`src/rtl/wb_port_if.sv`:
```
// Bus bundle between the three writeback units and the register-file write arbiter.
// The arbiter side uses the slave modport; the driving side uses master.
interface wb_port_if;
  logic        mul_wb_oper;
  logic        mul_wb_writereg;
  logic [4:0]  mul_wb_regdest;
  logic [31:0] mul_wb_wbvalue;
  logic        mul_wb_stall;

  logic        am_wb_oper;
  logic        am_wb_writereg;
  logic [4:0]  am_wb_regdest;
  logic [31:0] am_wb_wbvalue;
  logic        am_wb_stall;

  logic        mem_wb_oper;
  logic        mem_wb_writereg;
  logic [4:0]  mem_wb_regdest;
  logic [31:0] mem_wb_wbvalue;
  logic        mem_wb_stall;

  logic        wb_reg_en;
  logic [4:0]  wb_reg_addr;
  logic [31:0] wb_reg_data;

  modport slave (
    input  mul_wb_oper, mul_wb_writereg, mul_wb_regdest, mul_wb_wbvalue,
    input  am_wb_oper, am_wb_writereg, am_wb_regdest, am_wb_wbvalue,
    input  mem_wb_oper, mem_wb_writereg, mem_wb_regdest, mem_wb_wbvalue,
    output mul_wb_stall, am_wb_stall, mem_wb_stall,
    output wb_reg_en, wb_reg_addr, wb_reg_data
  );

  modport master (
    output mul_wb_oper, mul_wb_writereg, mul_wb_regdest, mul_wb_wbvalue,
    output am_wb_oper, am_wb_writereg, am_wb_regdest, am_wb_wbvalue,
    output mem_wb_oper, mem_wb_writereg, mem_wb_regdest, mem_wb_wbvalue,
    input  mul_wb_stall, am_wb_stall, mem_wb_stall,
    input  wb_reg_en, wb_reg_addr, wb_reg_data
  );
endinterface

```
`src/rtl/wb_port_arbiter.sv`:
```
// Shares the register-file write port between Mult, AluMisc and Mem writeback sources,
// each buffered in its own FIFO, with fixed priority plus an anti-starvation aging promotion.
module wb_port_arbiter #(
  parameter int DEPTH        = 2,
  parameter int STARVE_LIMIT = 4
) (
  input  logic      clk,
  input  logic      rst,
  wb_port_if.slave  bus
);
  localparam int NSRC = 3;
  localparam int PW   = (DEPTH > 1) ? $clog2(DEPTH) : 1;
  localparam int CW   = $clog2(DEPTH + 1);
  localparam int AW   = $clog2(STARVE_LIMIT + 1);

  typedef logic [36:0] entry_t;

  // Source index doubles as fixed priority: 0 = Mult, 1 = AluMisc, 2 = Mem (highest).
  logic [NSRC-1:0] src_oper;
  logic [NSRC-1:0] src_writereg;
  logic [4:0]      src_regdest [NSRC];
  logic [31:0]     src_wbvalue [NSRC];

  logic [NSRC-1:0] stall;
  logic [NSRC-1:0] nonempty;
  logic [NSRC-1:0] starving;
  logic [NSRC-1:0] enq;
  logic [NSRC-1:0] grant;
  entry_t          head [NSRC];

  logic            sel_valid;
  logic [1:0]      sel_idx;

  logic            wb_reg_en_reg;
  logic [4:0]      wb_reg_addr_reg;
  logic [31:0]     wb_reg_data_reg;

  assign src_oper     = {bus.mem_wb_oper, bus.am_wb_oper, bus.mul_wb_oper};
  assign src_writereg = {bus.mem_wb_writereg, bus.am_wb_writereg, bus.mul_wb_writereg};
  assign src_regdest[0] = bus.mul_wb_regdest;
  assign src_regdest[1] = bus.am_wb_regdest;
  assign src_regdest[2] = bus.mem_wb_regdest;
  assign src_wbvalue[0] = bus.mul_wb_wbvalue;
  assign src_wbvalue[1] = bus.am_wb_wbvalue;
  assign src_wbvalue[2] = bus.mem_wb_wbvalue;

  function automatic logic [PW-1:0] ptr_inc(input logic [PW-1:0] p);
    return (p == PW'(DEPTH - 1)) ? '0 : p + 1'b1;
  endfunction

  generate
    for (genvar gi = 0; gi < NSRC; gi++) begin : g_src
      entry_t          buf_mem [DEPTH];
      logic [PW-1:0]   wr_ptr_reg;
      logic [PW-1:0]   rd_ptr_reg;
      logic [CW-1:0]   count_reg;
      logic [AW-1:0]   age_reg;

      assign stall[gi]    = (count_reg == CW'(DEPTH));
      assign nonempty[gi] = (count_reg != '0);
      assign starving[gi] = nonempty[gi] && (age_reg >= AW'(STARVE_LIMIT));
      // Writes with no architectural destination are dropped before they take a slot.
      assign enq[gi]      = src_oper[gi] && src_writereg[gi] &&
                            (src_regdest[gi] != 5'd0) && !stall[gi];
      assign head[gi]     = buf_mem[rd_ptr_reg];

      always_ff @(posedge clk) begin
        if (enq[gi]) begin
          buf_mem[wr_ptr_reg] <= {src_regdest[gi], src_wbvalue[gi]};
        end
      end

      always_ff @(posedge clk) begin
        if (rst) begin
          wr_ptr_reg <= '0;
          rd_ptr_reg <= '0;
          count_reg  <= '0;
        end else begin
          if (enq[gi]) begin
            wr_ptr_reg <= ptr_inc(wr_ptr_reg);
          end
          if (grant[gi]) begin
            rd_ptr_reg <= ptr_inc(rd_ptr_reg);
          end
          if (enq[gi] && !grant[gi]) begin
            count_reg <= count_reg + 1'b1;
          end else if (!enq[gi] && grant[gi]) begin
            count_reg <= count_reg - 1'b1;
          end
        end
      end

      always_ff @(posedge clk) begin
        if (rst || grant[gi] || !nonempty[gi]) begin
          age_reg <= '0;
        end else if (age_reg < AW'(STARVE_LIMIT)) begin
          age_reg <= age_reg + 1'b1;
        end
      end
    end
  endgenerate

  // Later loop iterations overwrite earlier ones, so the highest index wins.
  always_comb begin
    sel_valid = 1'b0;
    sel_idx   = 2'd0;
    grant     = '0;
    for (int i = 0; i < NSRC; i++) begin
      if (nonempty[i]) begin
        sel_valid = 1'b1;
        sel_idx   = 2'(i);
      end
    end
    if (|starving) begin
      for (int i = 0; i < NSRC; i++) begin
        if (starving[i]) begin
          sel_idx = 2'(i);
        end
      end
    end
    if (sel_valid) begin
      grant[sel_idx] = 1'b1;
    end
  end

  always_ff @(posedge clk) begin
    if (rst) begin
      wb_reg_en_reg   <= 1'b0;
      wb_reg_addr_reg <= '0;
      wb_reg_data_reg <= '0;
    end else if (sel_valid) begin
      wb_reg_en_reg   <= 1'b1;
      wb_reg_addr_reg <= head[sel_idx][36:32];
      wb_reg_data_reg <= head[sel_idx][31:0];
    end else begin
      wb_reg_en_reg   <= 1'b0;
    end
  end

  assign bus.mul_wb_stall = stall[0];
  assign bus.am_wb_stall  = stall[1];
  assign bus.mem_wb_stall = stall[2];
  assign bus.wb_reg_en    = wb_reg_en_reg;
  assign bus.wb_reg_addr  = wb_reg_addr_reg;
  assign bus.wb_reg_data  = wb_reg_data_reg;
endmodule
```
`src/flat_wrapper.sv`:
```
// flat-port wrapper written by rule: the top's interface ports become plain ports
module wb_port_arbiter_flat 
#(
  parameter int DEPTH        = 2,
  parameter int STARVE_LIMIT = 4
)
  (clk, rst, bus_mul_wb_oper, bus_mul_wb_writereg, bus_mul_wb_regdest, bus_mul_wb_wbvalue, bus_am_wb_oper, bus_am_wb_writereg, bus_am_wb_regdest, bus_am_wb_wbvalue, bus_mem_wb_oper, bus_mem_wb_writereg, bus_mem_wb_regdest, bus_mem_wb_wbvalue, bus_mul_wb_stall, bus_am_wb_stall, bus_mem_wb_stall, bus_wb_reg_en, bus_wb_reg_addr, bus_wb_reg_data);
  wb_port_if bus_i ();
  input  logic clk;
  input  logic rst;
  input wire logic [$bits(bus_i.mul_wb_oper)-1:0] bus_mul_wb_oper;
  input wire logic [$bits(bus_i.mul_wb_writereg)-1:0] bus_mul_wb_writereg;
  input wire logic [$bits(bus_i.mul_wb_regdest)-1:0] bus_mul_wb_regdest;
  input wire logic [$bits(bus_i.mul_wb_wbvalue)-1:0] bus_mul_wb_wbvalue;
  input wire logic [$bits(bus_i.am_wb_oper)-1:0] bus_am_wb_oper;
  input wire logic [$bits(bus_i.am_wb_writereg)-1:0] bus_am_wb_writereg;
  input wire logic [$bits(bus_i.am_wb_regdest)-1:0] bus_am_wb_regdest;
  input wire logic [$bits(bus_i.am_wb_wbvalue)-1:0] bus_am_wb_wbvalue;
  input wire logic [$bits(bus_i.mem_wb_oper)-1:0] bus_mem_wb_oper;
  input wire logic [$bits(bus_i.mem_wb_writereg)-1:0] bus_mem_wb_writereg;
  input wire logic [$bits(bus_i.mem_wb_regdest)-1:0] bus_mem_wb_regdest;
  input wire logic [$bits(bus_i.mem_wb_wbvalue)-1:0] bus_mem_wb_wbvalue;
  output wire logic [$bits(bus_i.mul_wb_stall)-1:0] bus_mul_wb_stall;
  output wire logic [$bits(bus_i.am_wb_stall)-1:0] bus_am_wb_stall;
  output wire logic [$bits(bus_i.mem_wb_stall)-1:0] bus_mem_wb_stall;
  output wire logic [$bits(bus_i.wb_reg_en)-1:0] bus_wb_reg_en;
  output wire logic [$bits(bus_i.wb_reg_addr)-1:0] bus_wb_reg_addr;
  output wire logic [$bits(bus_i.wb_reg_data)-1:0] bus_wb_reg_data;
  assign bus_i.mul_wb_oper = bus_mul_wb_oper;
  assign bus_i.mul_wb_writereg = bus_mul_wb_writereg;
  assign bus_i.mul_wb_regdest = bus_mul_wb_regdest;
  assign bus_i.mul_wb_wbvalue = bus_mul_wb_wbvalue;
  assign bus_i.am_wb_oper = bus_am_wb_oper;
  assign bus_i.am_wb_writereg = bus_am_wb_writereg;
  assign bus_i.am_wb_regdest = bus_am_wb_regdest;
  assign bus_i.am_wb_wbvalue = bus_am_wb_wbvalue;
  assign bus_i.mem_wb_oper = bus_mem_wb_oper;
  assign bus_i.mem_wb_writereg = bus_mem_wb_writereg;
  assign bus_i.mem_wb_regdest = bus_mem_wb_regdest;
  assign bus_i.mem_wb_wbvalue = bus_mem_wb_wbvalue;
  assign bus_mul_wb_stall = bus_i.mul_wb_stall;
  assign bus_am_wb_stall = bus_i.am_wb_stall;
  assign bus_mem_wb_stall = bus_i.mem_wb_stall;
  assign bus_wb_reg_en = bus_i.wb_reg_en;
  assign bus_wb_reg_addr = bus_i.wb_reg_addr;
  assign bus_wb_reg_data = bus_i.wb_reg_data;
  wb_port_arbiter #(.DEPTH(DEPTH), .STARVE_LIMIT(STARVE_LIMIT)) u_core (.clk(clk), .rst(rst), .bus(bus_i));
endmodule
```
`config.mk`:
```
export PLATFORM = sky130hd
export DESIGN_NAME = wb_port_arbiter_flat
export DESIGN_NICKNAME = d
export VERILOG_FILES = /design/src/rtl/wb_port_if.sv /design/src/rtl/wb_port_arbiter.sv /design/src/flat_wrapper.sv
export SDC_FILE = /design/constraint.sdc
export NUM_CORES = 1
export LEC_CHECK = 0
export BUFFER_PORTS_ARGS = -buffer_cell sky130_fd_sc_hd__buf_2
export CORE_MARGIN = 2
export CORE_UTILIZATION = 50
export CTS_BUF_LIST = sky130_fd_sc_hd__clkbuf_16
export CTS_CLUSTER_DIAMETER = 30
export DETAILED_ROUTE_END_ITERATION = 10
export MAX_ROUTING_LAYER = met4
export PLACE_DENSITY = 0.73
export SYNTH_ARGS = -nofsm -noshare
export SYNTH_HDL_FRONTEND = slang
export SYNTH_SLANG_ARGS = --single-unit
```
`constraint.sdc`:
```
create_clock -name clk -period 2.9 [get_ports clk]
set_input_delay 0.435 -clock clk [delete_from_list [all_inputs] [get_ports clk]]
set_output_delay 0.435 -clock clk [all_outputs]
set_load 0.03 [all_outputs]
```
# Word-level counts from Yosys, hierarchy flattened
# Memories as Yosys holds them, arrays and structs flattened. A register that Yosys moved wholly into a read port is not among the register bits.
# Index checks and enable logic that the tools add are counted.
# Widths: inputs -> output; s select.
# op_classes
muxes	40
n_eq_ne	3
n_addsub	15
n_bitwise	1
n_lt_le_gt_ge	9
reduce_logical	47
# op_table
cell	n
$bmux 37 s2	1
$mux 37	2
$mux 1	24
$mux 2	11
$logic_and 1x1->1	19
$reduce_bool 5->1	3
$ge 3x3->1 const B	4
$logic_not 1->1	12
$reduce_bool 2->1	6
$add 3x1->3 const B	3
$lt 3x3->1 const B	3
$add 1x1->1 const B	6
$add 2x1->2 const B	3
$eq 2x2->1 const B	3
$logic_or 1x1->1	6
$sub 2x1->2 const B	3
$lt 2x3->1 const B	1
$mux 3	1
$not 2->3	1
$reduce_or 3->1	1
$demux 1 s2	1
$ge 2x1->1 const B	1
# totals
wordCells	133
regBits	59
memories	3
output_inout_bits	41
ramBits	222
# mem_list
memory	words	word_bits	read_ports	rd_ports_with_merged_regs	write_ports	line_no	source
u_core.g_src[0].buf_mem	2	37	1	1	1	wb_port_arbiter.sv:53	entry_t buf_mem [DEPTH];
u_core.g_src[1].buf_mem	2	37	1	1	1	wb_port_arbiter.sv:53	
u_core.g_src[2].buf_mem	2	37	1	1	1	wb_port_arbiter.sv:53	

# Logic depth before layout (Yosys ltp)
# logic_depth
word_depth	15
mapped_depth	10

# Worst setup path before layout
# OpenSTA, ideal clock, no wires.
# synth_path
path_kind	flip-flop to flip-flop
start	reg u_core.g_src[2].count_reg[0]
end	mem u_core.g_src[2].buf_mem[0][0] (netlist bit) (enable)
path_stages_with_launch	5
required_time_ps	2464
n_path_buf	1
setup_time_ps	436
period_less_slack_ps	3228
slack_ps	-328
t_arrival_ps	2793
path_cell_list	dfxtp_1 -> buf_2 -> nor2b_1 -> a211oi_1 -> nor2b_1
# synth_via
elab_chain_cells	5
# synth_lines
item	line_no	source
start: declaration	wb_port_arbiter.sv:56	logic [CW-1:0] count_reg;
start signal: assignment	wb_port_arbiter.sv:86	count_reg <= count_reg + 1'b1;
start signal: assignment	wb_port_arbiter.sv:88	count_reg <= count_reg - 1'b1;
$eq 2x2->1	wb_port_arbiter.sv:59	assign stall[gi] = (count_reg == CW'(DEPTH));
named net bus_mem_wb_stall	flat_wrapper.sv:25	output wire logic [$bits(bus_i.mem_wb_stall)-1:0] bus_mem_wb_stall;
$logic_not 1->1	wb_port_arbiter.sv:64	(src_regdest[gi] != 5'd0) && !stall[gi];
$logic_and 1x1->1	wb_port_arbiter.sv:64	
named net u_core.enq[2]	wb_port_arbiter.sv:27	logic [NSRC-1:0] enq;
$mux 1	wb_port_arbiter.sv:68	if (enq[gi]) begin
$mux 1 (implied by the code)	wb_port_arbiter.sv:69	buf_mem[wr_ptr_reg] <= {src_regdest[gi], src_wbvalue[gi]};
end: declaration	wb_port_arbiter.sv:53	
# The timed path passes the listed nets, and every way through them passes these cells.

# Worst setup path after layout
# layout_path
start	reg u_core.g_src[0].count_reg[0]
end	reg u_core.wb_reg_data_reg[19] (netlist: u_core.bus.wb_reg_data[19])
# layout_via
elab_chain_cells	10
elab_cells_between_ends	14
cone_classes	mux: 10; bitwise: 1; reduce/logical: 3
# layout_lines
item	line_no	source
start: declaration	wb_port_arbiter.sv:56	
start signal: assignment	wb_port_arbiter.sv:86	
start signal: assignment	wb_port_arbiter.sv:88	
$reduce_bool 2->1 (*)	wb_port_arbiter.sv:60	assign nonempty[gi] = (count_reg != '0);
$logic_and 1x1->1	wb_port_arbiter.sv:61	assign starving[gi] = nonempty[gi] && (age_reg >= AW'(STARVE_LIMIT));
$mux 2 (3 in series)	wb_port_arbiter.sv:116	if (starving[i]) begin
$mux 2	wb_port_arbiter.sv:114	if (|starving) begin
$not 2->3 (implied by the code)	wb_port_arbiter.sv:134	wb_reg_data_reg <= head[sel_idx][31:0];
$bmux 37 s2	wb_port_arbiter.sv:134	
$mux 37 (2 in series)	n/a	
end signal: assignment	wb_port_arbiter.sv:134	
end: declaration	wb_port_arbiter.sv:36	logic [31:0] wb_reg_data_reg;
# Every way passes the cells marked *; elsewhere a longest branch is shown, timed or not. The select of a mux whose other input is x is not followed.
# A chain may end at the register's enable or synchronous reset.

==> results.sh <==
export IMPL_hold_violations=0
export IMPL_synth_top_area_share=0.600
export IMPL_power_frac_seq=0.361
export IMPL_seq_area_sq_mm=0.00791
export IMPL_fin_crit_sh=0.815
export IMPL_dp_cells=1101
export IMPL_viasPerCell=5.65
export IMPL_start_util=0.509
export IMPL_p_int_w=0.0101
export IMPL_grt_pass1_vias=7125
export IMPL_layout_cells_non_filler=1195
export IMPL_cap_violations=0
export IMPL_syn_inst=685
export IMPL_final_max_slew_viol_count=0
export IMPL_cp_endpoint="u_core.bus.wb_reg_data[19]"
export IMPL_fp_coreArea_sq_mm=0.0218
export IMPL_grt_ovfl_total=0
export IMPL_dpl_hpwl_um=16200
export IMPL_worst_setup_path_type="register to register"
export IMPL_cts_resized=0
export IMPL_clockBufferDepth=3
export IMPL_grt_use_total=0.225
export IMPL_synth_nets=810
export IMPL_tightestPinTransition_ps=933
export IMPL_min_period_ps=2360
export IMPL_drive_gt1_frac=0.372
export IMPL_post_cts_buffers=0
export IMPL_crit_path_start_kind="register"
export IMPL_synth_area_leaders="edfxtp_1 (60%), dfxtp_1 (11%), mux2i_1 (7.8%), mux2_2 (2.6%), o221ai_2 (2.6%)"
export IMPL_syn_cell_area_sq_mm=0.0111
export IMPL_finalSetupViolCount=0
export IMPL_max_vdd_ir_drop_v=0.000753
export IMPL_vias=6750
export IMPL_arrival_ps=2780
export IMPL_fp_row_count=54
export IMPL_fin_setup_tns_ps=0
export IMPL_multi_input_area_sq_mm=0.00302
export IMPL_die_area_sq_mm=0.0234
export IMPL_clock_latency_ps=530
export IMPL_synth_seq_area_share=0.712
export IMPL_ys_ff_latch=284
export IMPL_reg2regPathDepth=5
export IMPL_h_tree_depth=2
export IMPL_final_nets=998
export IMPL_p_sw_w=0.00474
export IMPL_clk_pin_slew_ps=50
export IMPL_clock_skew_ps=14.8
export IMPL_num_io_pins=160
export IMPL_numCtsBuffers=50
export IMPL_area_delta_synth_final_pct=25.7
export IMPL_ant_nets=0
export IMPL_synth_edf_count=222
export IMPL_grt_max_degree=40
export IMPL_syn_avg_cell_area_sq_um=16.2
export IMPL_clkSinkCount=284
export IMPL_drt_iter0_drc=493
export IMPL_antenna_found_initial=1
export IMPL_power_w=0.0149
export IMPL_async_reset_ff_frac=0
export IMPL_cts_root_buf="clkbuf_16"
export IMPL_yosysWarnings=0
export IMPL_fillers=1584
export IMPL_synth_common_cells="edfxtp_1 (222), mux2i_1 (87), dfxtp_1 (62), nor2_1 (34)"
export IMPL_min_path_type="primary input to register"
export IMPL_crit_fanout=24
export IMPL_relSlewSlack=0.378
export IMPL_required_ps=3320
export IMPL_firstDrtPassIters=5
export IMPL_synth_top_area_cell="edfxtp_1"
export IMPL_yosysMostFrequentCell="edfxtp_1"
export IMPL_synth_cell_type_count=38
export IMPL_leakagePower_nw=5.08
export IMPL_die_w_um=153
export IMPL_numPortBuffers=159
export IMPL_critPathLaunch="u_core.g_src[0].count_reg[0]"
export IMPL_comb_power_share=0.259
export IMPL_gp_routability_congestion=0.795
export IMPL_rsz0062_at_grt="no"
export IMPL_reg2reg_to="u_core.bus.wb_reg_data[19]"
export IMPL_die_h_um=153
export IMPL_pwr_share_clk=0.380
export IMPL_drc=0
export IMPL_crit_path_end_kind="register"
export IMPL_ys_flop_type="edfxtp_1"
export IMPL_status="finished, final reports clean"
export IMPL_rrSetupSlack_ps=540
export IMPL_wl_um=25900
export IMPL_ctsHoldBuffers=0
export IMPL_largest_register_ffs=222
export IMPL_power_density_mw_per_mm2=1070
export IMPL_min_path_cells=1
export IMPL_fmax_mhz=423
export IMPL_switching_share=0.319
export IMPL_r2r_start="u_core.g_src[0].count_reg[0]"
export IMPL_cts_tree="yes"
export IMPL_worst_hold_slack_ps=91.1
export IMPL_wire_per_inst_um=21.7
export IMPL_grt_pass1_wl_um=39400
## worst max-delay path: stages (launching register included)
cell and delay [ps]:
dfxtp_1 450, o21ai_2 160, o22ai_4 410, and2_1 320, nand2_2 510, o221ai_1 390
## metal layers
metal  global-route usage  vias to the layer above  routed length (um)
li1                     -                     3065                   -
met1                0.283                     3338               10600
met2                0.369                      298               12700
met3               0.0473                       49                1860
met4               0.0745                        0                 666
met5                    -                        -                   0
## power groups by stage
stage	Clock [W]	Combinational, W	Sequential, W
6_report	0.00566	0.00386	0.00538
2_1_floorplan	0	0.00259	0.00558
4_1_cts	0.00571	0.00387	0.00539
5_1_grt	0.00590	0.00414	0.00543
3_5_place_dp	0	0.00382	0.00545
3_3_place_gp	0	0.00375	0.00544
## cell usage in the layout (no fill, tap or decap), types with 11 or more instances in the layout
master     instances
nor3_1            17
o31ai_1           24
dfxtp_1           59
mux2i_1           87
nand3_1           25
mux2_2            26
buf_4             16
clkinv_2          11
nor2_1            32
clkbuf_16         51
o221ai_2          19
edfxtp_1         222
nand2b_1          25
buf_2            159
## per-stage QoR
step | cell area [sq um] | utilization | worst slack, ps
2_1_floorplan | 11100 | - | 350
3_3_place_gp | 12300 | 0.564 | 696
3_5_place_dp | 12300 | 0.564 | 620
4_1_cts | 14000 | 0.640 | 543
5_1_grt | 14000 | 0.640 | 372
6_report | 14000 | 0.640 | 536
## worst min-delay path by stage
| stage | end | start |
|---|---|---|
| after CTS | u_core.g_src[0].buf_mem[1][13] | bus_mul_wb_wbvalue[13] |
| final | u_core.g_src[0].buf_mem[1][13] | bus_mul_wb_wbvalue[13] |
| after global routing | u_core.g_src[2].buf_mem[1][8] | bus_mem_wb_wbvalue[8] |
| after floorplan | u_core.g_src[2].age_reg[0] | u_core.g_src[2].age_reg[0] |
| after global placement | u_core.g_src[2].age_reg[0] | u_core.g_src[2].age_reg[0] |
| after detailed placement | u_core.g_src[2].age_reg[0] | u_core.g_src[2].age_reg[0] |
## logic make-up after synthesis
kind of cell               after synthesis  synth area share
xor gates and xnor gates                13            0.0102
and+or+nand+nor                        133            0.0629
DFF                                    284             0.712
muxes                                  113             0.105
adders and majority gates                6           0.00676
buffers and inverters                   46            0.0212
AOI/OAI and AO/OA                       90            0.0825
## area by class of cell
| cell class | count | share of cell area |
|---|---|---|
| well taps | 280 | 0.0251 |
| clock buffers | 51 | 0.0914 |
| clock inverters | 42 | 0.0275 |
| diodes | 1 | 0.000179 |
| repair buffers | 180 | 0.0728 |
| multi-input cells | 355 | 0.216 |
| inverters | 2 | 0.000538 |
| flip-flops and latches | 284 | 0.567 |
No activity file was read; power rests on OpenSTA's default activity.
